`src/rtl/button_event_conditioner.sv`:
```
// ---------------------------------------------------------------------------
// button_event_conditioner
//
// Front end for the click/action encoder. Each of the five raw board buttons
// is synchronised (2 flops) and debounced. A debounced 0->1 transition is a
// one-cycle press pulse. Centre presses go through a small IDLE/WINDOW FSM
// that classifies them as single or double clicks. At most one event is held
// on the encoder lines until ACK is sampled high.
//
// Ports:
//   clk                 system clock
//   clear_n             asynchronous active-low reset
//   btn{C,U,R,D,L}_raw  raw, asynchronous, bouncing buttons (active high)
//   ACK                 encoder has consumed the held event
//   inbtnC              single centre click held
//   indblbtnC           double centre click held
//   inU/inR/inD/inL     directional press held
//   evt_valid           OR of the six event outputs
// ---------------------------------------------------------------------------
module button_event_conditioner #(
    parameter int DEBOUNCE_CYCLES   = 1000000,
    parameter int DBL_WINDOW_CYCLES = 25000000,
    parameter int CNT_W             = 25
) (
    input  logic clk,
    input  logic clear_n,
    input  logic btnC_raw,
    input  logic btnU_raw,
    input  logic btnR_raw,
    input  logic btnD_raw,
    input  logic btnL_raw,
    input  logic ACK,
    output logic inbtnC,
    output logic indblbtnC,
    output logic inU,
    output logic inR,
    output logic inD,
    output logic inL,
    output logic evt_valid
);

    localparam logic [CNT_W-1:0] DB_LAST  = CNT_W'(DEBOUNCE_CYCLES - 1);
    localparam logic [CNT_W-1:0] WIN_LAST = CNT_W'(DBL_WINDOW_CYCLES - 1);
    localparam logic [CNT_W-1:0] CNT_MAX  = '1;
    localparam logic [CNT_W-1:0] CNT_ONE  = CNT_W'(1);

    // Press vector bit order: 0=C, 1=U, 2=R, 3=D, 4=L
    localparam int B_C = 0;
    localparam int B_U = 1;
    localparam int B_R = 2;
    localparam int B_D = 3;
    localparam int B_L = 4;

    // Held-event bit order
    localparam int EV_C   = 0;
    localparam int EV_DBL = 1;
    localparam int EV_U   = 2;
    localparam int EV_R   = 3;
    localparam int EV_D   = 4;
    localparam int EV_L   = 5;

    typedef enum logic {
        IDLE,
        WINDOW
    } state_t;

    logic [4:0] raw_vec;
    logic [4:0] press;

    assign raw_vec = {btnL_raw, btnD_raw, btnR_raw, btnU_raw, btnC_raw};

    // -----------------------------------------------------------------------
    // Per-button synchroniser + debouncer
    // -----------------------------------------------------------------------
    genvar gi;
    generate
        for (gi = 0; gi < 5; gi++) begin : g_btn
            logic             sync1_reg;
            logic             sync2_reg;
            logic             level_reg;
            logic             press_reg;
            logic [CNT_W-1:0] cnt_reg;

            always_ff @(posedge clk or negedge clear_n) begin
                if (!clear_n) begin
                    sync1_reg <= 1'b0;
                    sync2_reg <= 1'b0;
                    level_reg <= 1'b0;
                    press_reg <= 1'b0;
                    cnt_reg   <= '0;
                end else begin
                    sync1_reg <= raw_vec[gi];
                    sync2_reg <= sync1_reg;
                    press_reg <= 1'b0;
                    if (sync2_reg == level_reg) begin
                        cnt_reg <= '0;
                    end else if (cnt_reg >= DB_LAST) begin
                        // This is the DEBOUNCE_CYCLES-th consecutive cycle of
                        // disagreement: accept the new level.
                        level_reg <= sync2_reg;
                        cnt_reg   <= '0;
                        press_reg <= sync2_reg;
                    end else if (cnt_reg != CNT_MAX) begin
                        cnt_reg <= cnt_reg + CNT_ONE;
                    end
                end
            end

            assign press[gi] = press_reg;
        end
    endgenerate

    // -----------------------------------------------------------------------
    // Centre FSM and held-event register
    // -----------------------------------------------------------------------
    state_t           state_reg, state_next;
    logic [CNT_W-1:0] win_reg, win_next;
    logic [5:0]       evt_reg, evt_next;
    logic [5:0]       new_evt;
    logic             slot_free;

    always_ff @(posedge clk or negedge clear_n) begin
        if (!clear_n) begin
            state_reg <= IDLE;
            win_reg   <= '0;
            evt_reg   <= '0;
        end else begin
            state_reg <= state_next;
            win_reg   <= win_next;
            evt_reg   <= evt_next;
        end
    end

    always_comb begin
        state_next = state_reg;
        win_next   = win_reg;
        new_evt    = '0;
        // The slot can take a new event if empty, or if ACK frees it this cycle.
        slot_free  = (evt_reg == '0) || ACK;

        case (state_reg)
            IDLE: begin
                win_next = '0;
                if (press[B_C]) begin
                    // Centre has top priority; any simultaneous direction is lost.
                    if (slot_free) begin
                        state_next = WINDOW;
                        win_next   = CNT_ONE;
                    end
                end else if (press[B_U]) begin
                    new_evt[EV_U] = 1'b1;
                end else if (press[B_R]) begin
                    new_evt[EV_R] = 1'b1;
                end else if (press[B_D]) begin
                    new_evt[EV_D] = 1'b1;
                end else if (press[B_L]) begin
                    new_evt[EV_L] = 1'b1;
                end
            end
            WINDOW: begin
                // Directions are ignored while a click is being classified.
                if (press[B_C]) begin
                    new_evt[EV_DBL] = 1'b1;
                    state_next      = IDLE;
                    win_next        = '0;
                end else if (win_reg >= WIN_LAST) begin
                    // Counter would reach DBL_WINDOW_CYCLES on this edge.
                    new_evt[EV_C] = 1'b1;
                    state_next    = IDLE;
                    win_next      = '0;
                end else if (win_reg != CNT_MAX) begin
                    win_next = win_reg + CNT_ONE;
                end
            end
            default: begin
                state_next = IDLE;
                win_next   = '0;
            end
        endcase

        if ((new_evt != '0) && slot_free) begin
            evt_next = new_evt;
        end else if (ACK) begin
            evt_next = '0;
        end else begin
            evt_next = evt_reg;
        end
    end

    assign inbtnC    = evt_reg[EV_C];
    assign indblbtnC = evt_reg[EV_DBL];
    assign inU       = evt_reg[EV_U];
    assign inR       = evt_reg[EV_R];
    assign inD       = evt_reg[EV_D];
    assign inL       = evt_reg[EV_L];
    assign evt_valid = |evt_reg;

endmodule

```
`config.mk`:
```
export PLATFORM = sky130hd
export DESIGN_NAME = button_event_conditioner
export DESIGN_NICKNAME = d
export VERILOG_FILES = /design/src/rtl/button_event_conditioner.sv
export SDC_FILE = /design/constraint.sdc
export NUM_CORES = 1
export LEC_CHECK = 0
export ABC_AREA = 1
export CAP_MARGIN = 25
export CORE_MARGIN = 1.5
export CORE_UTILIZATION = 50
export CTS_CLUSTER_DIAMETER = 60
export DETAILED_ROUTE_END_ITERATION = 16
export GPL_ROUTABILITY_DRIVEN = 0
export PLACE_DENSITY_LB_ADDON = 0.15
export SLEW_MARGIN = 25
export SYNTH_ARGS = -nofsm -noshare
export SYNTH_HDL_FRONTEND = slang
export SYNTH_SLANG_ARGS = --single-unit
```
`constraint.sdc`:
```
create_clock -name clk -period 4.5 [get_ports clk]
set_input_delay 0.675 -clock clk [delete_from_list [all_inputs] [get_ports clk]]
set_output_delay 0.675 -clock clk [all_outputs]
set_load 0.05 [all_outputs]
```
==> flow_summary.yaml <==
run_status:
  status: "completed"
critical_path:
  crit_path_end_kind: "output pin"
  worstSetupPathType: "reg2out"
  critPathLaunchType: "flip-flop"
  cpPeakStageDelay_ps: 730
  cp.depth: 3
  worstPathArrival_ps: 1820
  r2r_setup_slack_ps: 2390
  r2r_cells: 8
  crit_buf_inv: 1
  path_cells: "nor2_1 > nand3_1 > clkdlybuf4s50_1"
  cp.required_ps: 3830
  crit_slowest_cell: "clkdlybuf4s50_1"
  critPathTopFamily: "buffers and inverters"
  crit_fanout: 3
synthesis:
  synthesis.area_mm2: 0.00961
  synth_area_leaders: "dfrtp_1, nand2_1, nor2_1, nor3_1, nand3_1"
  synth-seq-cells: 177
  synth.distinct_cells: 48
  yosysWarnings: 0
  synth_ff_type: "dfrtp_1"
  syn_area_per_cell_um2: 7.92
  synth_edf_count: 0
  syn_inst: 1214
  synth.top_cells.by_count: "nand2_1, nor2_1, dfrtp_1, inv_1, nor3_1"
  synth_top_area_share: 0.461
  yosysSeqAreaShare: 0.461
  synthArstFlopShare: 1.00
  yosysMostFrequentCell: "nand2_1"
  post-synth-top-area-cell: "dfrtp_1"
sta:
  finalSetupTns_ps: 0
  slew_headroom: 0.387
  worst_slew_pin_slew_ps: 919
  period_share: 0.555
  final_hold_viol_count: 0
  report.final.slew_viol_count: 0
  holdWs_ps: 339
  fin_crit_ps: 2500
  rsz0062_at_grt: "no"
  setup_viol: 0
  finClkSkew_ps: 9.37
  fmax_ghz: 0.400
clocking:
  cts.path.max_buffers: 2
  cts_tree: "yes"
  htree_levels: 4
  cts_setup_buffers: 0
  cts_sinks: 177
  clkLatencyLatePin_ps: 430
  cts.clk_slew.worst_paths_ps: 60
  root_buffer: "clkbuf_16"
  ctsResizeCount: 0
  postCtsHoldBufs: 0
  cts_buffers: 17
floorplanning:
  die_x_um: 142
  coreArea_mm2: 0.0188
  dieArea_mm2: 0.0201
  start_util: 0.512
  die_h_um: 142
  num_rows: 50
  io_pins: 15
finish:
  fill_cells: 1742
  finalCoreUtilization: 0.568
  antenna_cells: 0
  final_cells: 1506
  largest_reg_flops: 125
  fin_nets: 1273
  final_layout_size_suffix_gt1_frac: 0.0818
  syn_to_final_growth_pct: 10.9
power:
  combPwrFrac: 0.083
  pwr-share-clk: 0.434
  p_int_w: 0.00256
  seq_power_share: 0.483
  power.switching_w: 0.000883
  ir_worst_vdd_uv: 254
  total_power_w: 0.00345
  switching_share: 0.256
  power_density_mw_per_mm2: 323
  p_leak_nw: 4.37
route:
  post_drt_wl_per_cell_um: 13.2
  routed_wl_mm: 19.9
  routed_via_density: 5.20
  wl_met1_mm: 9.33
  firstDrtPassIters: 5
  num_vias: 7834
  drtIter0Drc: 340
  met2_length_mm: 9.70
  drtAntennaViolNets: 0
  route.detailed.drc: 0
  highest_layer: "met4"
  wl_met3_um: 635
global_route:
  antenna_found_initial: 0
  track_usage: 0.216
  grt_pass1_wl_mm: 35.3
  grt_pass1_vias: 7791
  grt_max_degree: 118
  grt.overflow.total: 0
hold_path:
  hold_class: "in2async"
place:
  hpwlAfterDp_mm: 14.5
  io_buffer_count: 14
  dp_cells: 1474
job:
  drv_cap: 0
through the flow:
stage	area [um2]	setup slack, ps
after floorplan	9700	2570
after global placement	10100	2460
after detailed placement	10100	2380
after CTS	10700	2000
after global routing	10700	1920
final	10700	2000
worst register-to-register path, delay by kind of cell (launching register included):
kind | cells | cell delay (ps)
DFF | 1 | 430
adders and majority gates | 1 | 280
and+or+nand+nor | 7 | 1290
power groups by stage:
stage / clock network (W) / logic, W / registers [W]
after floorplan: 0 / 0.000179 / 0.00171
after global placement: 0 / 0.000287 / 0.00169
after detailed placement: 0 / 0.000290 / 0.00170
after CTS: 0.00153 / 0.000291 / 0.00167
after global routing: 0.00160 / 0.000321 / 0.00167
final: 0.00150 / 0.000286 / 0.00167
final timing paths:
check	startpoint	end
setup / recovery	evt_reg[3]$_DFFE_PN0P_	evt_valid
hold / removal	clear_n	win_reg[16]$_DFFE_PN0P_
setup reg to reg	g_btn[2].cnt_reg[0]$_DFFE_PN0P_	g_btn[2].cnt_reg[18]$_DFFE_PN0P_
hold reg to reg	g_btn[3].sync1_reg$_DFF_PN0_	g_btn[3].sync2_reg$_DFF_PN0_
max in group asynchronous	clear_n	g_btn[2].cnt_reg[17]$_DFFE_PN0P_
min in group clk	g_btn[3].sync1_reg$_DFF_PN0_	g_btn[3].sync2_reg$_DFF_PN0_
final cells by class:
| class | instances | area [um2] | area share |
|---|---|---|---|
| clock inverters | 13 | 153 | 0.0143 |
| clock buffers | 19 | 453 | 0.0425 |
| well taps | 234 | 293 | 0.0275 |
| repair buffers | 21 | 196 | 0.0184 |
| multi-input cells | 916 | 4660 | 0.437 |
| flip-flops and latches | 177 | 4430 | 0.415 |
| inverters | 126 | 478 | 0.0448 |
cell families after synthesis:
group / after synthesis / share of synthesized area
buffers and inverters: 145 / 0.0636
DFF: 177 / 0.461
adders and majority gates: 6 / 0.00781
other: 1 / 0.000390
AOI/OAI and AO/OA: 33 / 0.0223
and+or+nand+nor: 778 / 0.378
xor gates and xnor gates: 74 / 0.0674
placed cells by master, fill, tap and decap left out, types with 11 or more instances in the layout:
cell type | synthesis | routed
nor3_1 | 118 | 118
nand3_1 | 95 | 95
nand2_2 | 11 | 11
clkdlybuf4s50_1 | 0 | 13
nor2_2 | 21 | 21
nor4_1 | 15 | 15
xnor2_1 | 24 | 24
conb_1 | 1 | 25
dfrtp_1 | 177 | 177
nand4_1 | 43 | 43
inv_1 | 121 | 121
nor2_1 | 187 | 187
clkbuf_16 | 0 | 17
o21ai_0 | 12 | 12
nand2_1 | 250 | 250
xor2_1 | 50 | 50
metal layers:
layer / vias to the layer above / track usage
li1: 4027 / -
met1: 3644 / 0.278
met2: 140 / 0.374
met3: 23 / 0.0385
met4: 0 / 0.0657
met5: - / 0
No activity file was read; power rests on OpenSTA's default activity.
==> patch 1, RTL diff (same flow settings) <==
Register the inputs `btnC_raw`, `btnU_raw`, `btnR_raw`, `btnD_raw` and `btnL_raw` before use, without a reset. The logic sees them one clock later. The other inputs are not delayed to match.
--- a/src/rtl/button_event_conditioner.sv
+++ b/src/rtl/button_event_conditioner.sv
@@ -64,10 +64,24 @@
         WINDOW
     } state_t;
 
+    logic btnC_raw_q;
+    logic btnU_raw_q;
+    logic btnR_raw_q;
+    logic btnD_raw_q;
+    logic btnL_raw_q;
+
+    always_ff @(posedge clk) begin
+        btnC_raw_q <= btnC_raw;
+        btnU_raw_q <= btnU_raw;
+        btnR_raw_q <= btnR_raw;
+        btnD_raw_q <= btnD_raw;
+        btnL_raw_q <= btnL_raw;
+    end
+
     logic [4:0] raw_vec;
     logic [4:0] press;
 
-    assign raw_vec = {btnL_raw, btnD_raw, btnR_raw, btnU_raw, btnC_raw};
+    assign raw_vec = {btnL_raw_q, btnD_raw_q, btnR_raw_q, btnU_raw_q, btnC_raw_q};
 
     // -----------------------------------------------------------------------
     // Per-button synchroniser + debouncer
Behaviour: same outputs for any inputs over 10 cycles, from zero or initial values; that may be too few to reach the edited logic, so the function may still have changed.
==> patch 1 against the original RTL <==
Power up 0.93%. Worst hold slack worse by 0.015 ns. Worst setup slack worse by 0.10 ns. Critical path depth unchanged. Design area down 3.2%. Non-clock buffer count down 2. Count of clock-buffer cells in the layout down 2. Area after synthesis down 3.9%. Routed wire length down 5.5%. Synthesized cell count down 5.7%. Sequential cell count up 5. Maximum frequency down 4.0%. Largest cell class is now sequential cells.
==> patch 1: results (changes against the original RTL) <==
| Metric | Value |
|---|---|
| Post-CTS Setup Repair Bufs | `0 (unchanged)` |
| Largest cells by area after synthesis | `dfrtp_1, nand2_1, nor2_1, nor3_1, inv_1 (was dfrtp_1, nand2_1, nor2_1, nor3_1, nand3_1)` |
| Wire length on met1 | `9.00 mm (was 9.33 mm)` |
| Clock Skews | `0.0119 ns (was 0.00937 ns)` |
| Mapped Avg Cell Area | `8.07 µm² (was 7.92 µm²)` |
| Data arrival, critical path | `1.93 ns (was 1.82 ns)` |
| Metal2 WL | `8.95 mm (was 9.70 mm)` |
| Adder-cell area share of the yosys netlist | `0.813% (was 0.781%)` |
| Pin count of the biggest net entering global routing | `122 (was 118)` |
| R2R Setup Slk | `2.24 ns (was 2.39 ns)` |
| Critical R2R Launch | `g_btn[3].cnt_reg[0] (was g_btn[2].cnt_reg[0])` |
| # diodes | `0 (unchanged)` |
| Drt first pass iters | `5 (unchanged)` |
| Skew-Pair Late Insertion Delay | `0.43 ns (about the same)` |
| Yosys warns | `0 (unchanged)` |
| List of most frequent post-synthesis cells | `nand2_1, nor2_1, dfrtp_1, inv_1, nor3_1 (unchanged)` |
| Placed cells | `1,402 (was 1,474)` |
| Tot GR Track Use | `20.7% (was 21.6%)` |
| CTS HTree Levels | `4 (unchanged)` |
| DP HPWL | `13.6 mm (was 14.5 mm)` |
| RR Endpoint | `g_btn[3].cnt_reg[17] (was g_btn[2].cnt_reg[18])` |
| Routed via count | `7,556 (was 7,834)` |
| Worst vdd ir | `0.285 mV (was 0.254 mV)` |
| Met3 WL | `588 µm (was 635 µm)` |
| Post-synthesis async set-or-reset flop share | `97.3% (was 100%)` |
| WL final | `18.9 mm (was 19.9 mm)` |
| Internal Dissipation | `2.58 mW (was 2.56 mW)` |
| Status | `complete, no violations (unchanged)` |
| Nets | `1,206 (was 1,273)` |
| Synth unique cells | `39 (was 48)` |
| Worst rel slew slack | `42.7% (was 38.7%)` |
| R2R cell count | `10 (was 8)` |
| Sequential share of the synthesized area | `49.0% (was 46.1%)` |
| Fraction of layout cells with a size suffix above 1 | `5.73% (was 8.18%)` |
| Global-route wire length before repair | `33.1 mm (was 35.3 mm)` |
| Static Leak | `4.16 nW (was 4.37 nW)` |
| Number of global-route vias before repair | `7,215 (was 7,791)` |
| DR iter-0 viols | `479 (was 340)` |
| Compound-cell area share of the yosys netlist | `3.51% (was 2.23%)` |
| Wire per inst | `13.1 µm (was 13.2 µm)` |
| Post-synthesis xor/xnor area fraction | `6.26% (was 6.74%)` |
==> patch 1: cell types whose count changed after synthesis, moves of 10 or more <==
cell / unedited run / this run
nand2_1: 250 / 217
nand3_1: 95 / 84
nor3_1: 118 / 105
a21oi_1: 6 / 22
nor2_2: 21 / 8
o21ai_0: 12 / 22
==> patch 1: metal layers <==
layer,up-vias,global-route usage [%]
li1,3848,-
met1,3563,28.1
met2,119,33.7
met3,26,3.97
met4,0,6.85
met5,-,0
==> patch 1: kinds of logic after synthesis <==
logic type	after synthesis
fa+ha+maj	6
other cells	1
buf+inv	132
flops	182
simple gates	700
compound gates	58
xor+xnor	66
==> patch 1: worst max-delay path by stage <==
stage                                    from                    to  slack [ns]  cells after the start
after global placement    g_btn[3].cnt_reg[0]   g_btn[3].cnt_reg[8]        2.37                     10
after CTS                          evt_reg[3]             evt_valid        1.87                      3
after floorplan                    evt_reg[3]             evt_valid        2.61                      2
final                              evt_reg[3]             evt_valid        1.90                      3
after detailed placement  g_btn[3].cnt_reg[0]  g_btn[3].cnt_reg[17]        2.25                     10
after global routing               evt_reg[3]             evt_valid        1.81                      3
==> patch 1: power groups by stage <==
stage                     sequential, mW  combinational (mW)  clock, mW
final                               1.71               0.246       1.52
after global routing                1.72               0.279       1.63
after CTS                           1.71               0.249       1.56
after detailed placement            1.74               0.247          0
after global placement              1.74               0.246          0
after floorplan                     1.75               0.143          0
==> patch 1: area by class of cell <==
type                    instances  area (µm²)
repair buffers                 19         183
well taps                     229         287
clock inverters                15         183
flip-flops and latches        182        4530
inverters                     117         439
multi-input cells             855        4280
clock buffers                  17         425
fillers                      1672        7700
==> patch 1: per-stage QoR <==
stage | setup slack, ns | instance area [µm²] | util (%) | power, mW | hold WS [ns]
finish | 1.90 | 10300 | 57.3 | 3.48 | 0.324
global route | 1.81 | 10300 | 57.3 | 3.63 | 0.332
CTS | 1.87 | 10300 | 57.2 | 3.52 | 0.329
detailed placement | 2.25 | 9710 | 53.8 | 1.99 | 0.320
global placement | 2.37 | 9710 | 53.8 | 1.99 | 0.318
floorplan | 2.61 | 9330 | - | 1.90 | 0.316
==> patch 1: worst max-delay path: stages, from the launching register on <==
cell             delay [ns]
dfrtp_1                0.39
nor4_1                 0.29
nand2_1                0.11
clkdlybuf4s50_1        0.71
==> patch 2, RTL diff (config.mk and constraints unchanged) <==
Without the edit above. The parameter `CNT_W` goes from 25 to 21.
--- a/src/rtl/button_event_conditioner.sv
+++ b/src/rtl/button_event_conditioner.sv
@@ -20,7 +20,7 @@
 module button_event_conditioner #(
     parameter int DEBOUNCE_CYCLES   = 1000000,
     parameter int DBL_WINDOW_CYCLES = 25000000,
-    parameter int CNT_W             = 25
+    parameter int CNT_W             = 21
 ) (
     input  logic clk,
     input  logic clear_n,
Behaviour: same outputs for any inputs over 10 cycles, from zero or initial values; that may be too few to reach the edited logic, so the function may still have changed.
==> patch 2 against the original RTL <==
Synthesized cell count down 10%. Worst hold slack worse by 0.019 ns. Cell count down 10%. Clock power down 9%. Highest routed layer unchanged. Area after synthesis down 8.2%. Design area down 8.3%. Largest power group unchanged. Routed wire length down 7.3%. First-iteration DRC count up 38%. Power down 9.6%. Sequential power down 13%. Utilization down 0.27 points. Sequential cell count down 24. Worst setup slack worse by 0.093 ns. Critical endpoint unchanged.
==> patch 2: results (changes against the original RTL) <==
| Metric | Value |
|---|---|
| WL final | `18.5 mm (was 19.9 mm)` |
| Internal Dissipation | `2.26 mW (was 2.56 mW)` |
| Post-Syn Instances | `1,091 (was 1,214)` |
| Fraction of layout cells with a size suffix above 1 | `11.2% (was 8.18%)` |
| RR Endpoint | `win_reg[7] (was g_btn[2].cnt_reg[18])` |
| DP HPWL | `13.2 mm (was 14.5 mm)` |
| Synth unique cells | `47 (was 48)` |
| Fillers | `1,605 (was 1,742)` |
| R2R Setup Slk | `2.12 ns (was 2.39 ns)` |
| # diodes | `0 (unchanged)` |
| Largest cells by area after synthesis | `dfrtp_1, nand2_1, xor2_1, nor2_1, inv_1 (was dfrtp_1, nand2_1, nor2_1, nor3_1, nand3_1)` |
| Worst rel slew slack | `42.7% (was 38.7%)` |
| Met2 Usage GRT | `33.6% (was 37.4%)` |
| Crit path largest cell delay | `0.71 ns (was 0.73 ns)` |
| Pin count of the biggest net entering global routing | `97 (was 118)` |
| Routed via count | `7,196 (was 7,834)` |
| Worst vdd ir | `0.287 mV (was 0.254 mV)` |
| I/O Buffers | `14 (unchanged)` |
| Max reg flops | `105 (was 125)` |
| Clock Path Buffers | `2 (unchanged)` |
| Sequential share of the synthesized area | `43.4% (was 46.1%)` |
| Status | `complete, no violations (unchanged)` |
| Number of global-route vias before repair | `6,885 (was 7,791)` |
| R2R cell count | `10 (was 8)` |
| Static Leak | `3.98 nW (was 4.37 nW)` |
| Critical R2R Launch | `win_reg[0] (was g_btn[2].cnt_reg[0])` |
| Drt first pass iters | `7 (was 5)` |
| TritonCTS Buffers | `17 (unchanged)` |
| List of most frequent post-synthesis cells | `nand2_1, dfrtp_1, nor2_1, inv_1, nor3_1 (was nand2_1, nor2_1, dfrtp_1, inv_1, nor3_1)` |
| Clock Skews | `0.00830 ns (was 0.00937 ns)` |
| Tot GR Track Use | `22.0% (was 21.6%)` |
| DR iter-0 viols | `468 (was 340)` |
| Met3 track demand over resource | `5.41% (was 3.85%)` |
| Nets | `1,130 (was 1,273)` |
| Post-CTS Setup Repair Bufs | `0 (unchanged)` |
| Placed cells | `1,322 (was 1,474)` |
| GR Util met1 | `31.5% (was 27.8%)` |
| Data arrival, critical path | `1.92 ns (was 1.82 ns)` |
| Wire per inst | `13.7 µm (was 13.2 µm)` |
| Hold crit path type | `in2async (unchanged)` |
| Global-route wire length before repair | `32.6 mm (was 35.3 mm)` |
-- patch 2: cell types whose count changed after synthesis, sizes merged, moves of 7 or more --
cell,before,now
nor2,211,146
nand2,264,206
o21ai,13,39
dfrtp,177,153
nand3,103,87
nand4,44,55
nor3,122,131
xnor2,24,16
xor2,50,57
-- patch 2: how the worst max path moves through the flow --
| stage | from | endpoint | slack, ns | cells after the start |
|---|---|---|---|---|
| after floorplan | evt_reg[3] | evt_valid | 2.61 | 2 |
| final | evt_reg[3] | evt_valid | 1.91 | 3 |
| after global routing | evt_reg[3] | evt_valid | 1.74 | 3 |
| after CTS | evt_reg[3] | evt_valid | 1.90 | 3 |
| after detailed placement | win_reg[0] | win_reg[7] | 2.09 | 10 |
| after global placement | win_reg[0] | win_reg[7] | 2.21 | 10 |
-- patch 2: cell type report --
cell class	instances	area (µm²)	area share (%)
clock inverters	14	138	1.41
well taps	225	282	2.88
repair buffers	21	194	1.98
clock buffers	18	429	4.39
flip-flops and latches	153	3830	39.1
multi-input cells	790	4410	45.0
inverters	133	504	5.16
-- patch 2: power by group through the flow --
| stage | Combinational, mW | Sequential (mW) | Clock, mW |
|---|---|---|---|
| 6_report | 0.287 | 1.45 | 1.37 |
| 3_3_place_gp | 0.288 | 1.48 | 0 |
| 4_1_cts | 0.293 | 1.45 | 1.42 |
| 2_1_floorplan | 0.182 | 1.48 | 0 |
| 5_1_grt | 0.329 | 1.46 | 1.47 |
| 3_5_place_dp | 0.291 | 1.48 | 0 |
-- patch 2: stage by stage --
| stage | area [µm²] | hold slack [ns] | total power [mW] | utilization, % | setup WS [ns] |
|---|---|---|---|---|---|
| final | 9780 | 0.319 | 3.12 | 56.5 | 1.91 |
| after global placement | 9210 | 0.333 | 1.76 | 53.3 | 2.21 |
| after detailed placement | 9210 | 0.336 | 1.77 | 53.3 | 2.09 |
| after global routing | 9780 | 0.352 | 3.26 | 56.5 | 1.74 |
| after floorplan | 8840 | 0.331 | 1.66 | - | 2.61 |
| after CTS | 9780 | 0.351 | 3.17 | 56.5 | 1.90 |
-- patch 2: cells by family after synthesis --
family                   count (synthesis)  synth area share (%)
XOR/XNOR                                73                  7.24
other                                    1                0.0425
AO/OA/AOI/OAI                           59                  3.81
flip-flops                             153                  43.4
AND/OR/NAND/NOR                        647                  37.7
buffers and inverters                  152                  6.96
adder cells (fa/ha/maj)                  6                 0.851
-- patch 2: worst max-delay path: cells and delay by family (launching register included) --
family	cells	cell delay, ns
DFF	1	0.40
and+or+nand+nor	2	0.39
buffers and inverters	1	0.71
-- patch 2: metal layers --
metal,routed length [µm],part of all wire [%]
met3,753,4.1
met4,215,1.2
met5,0,0
met2,8320,45
met1,9210,50
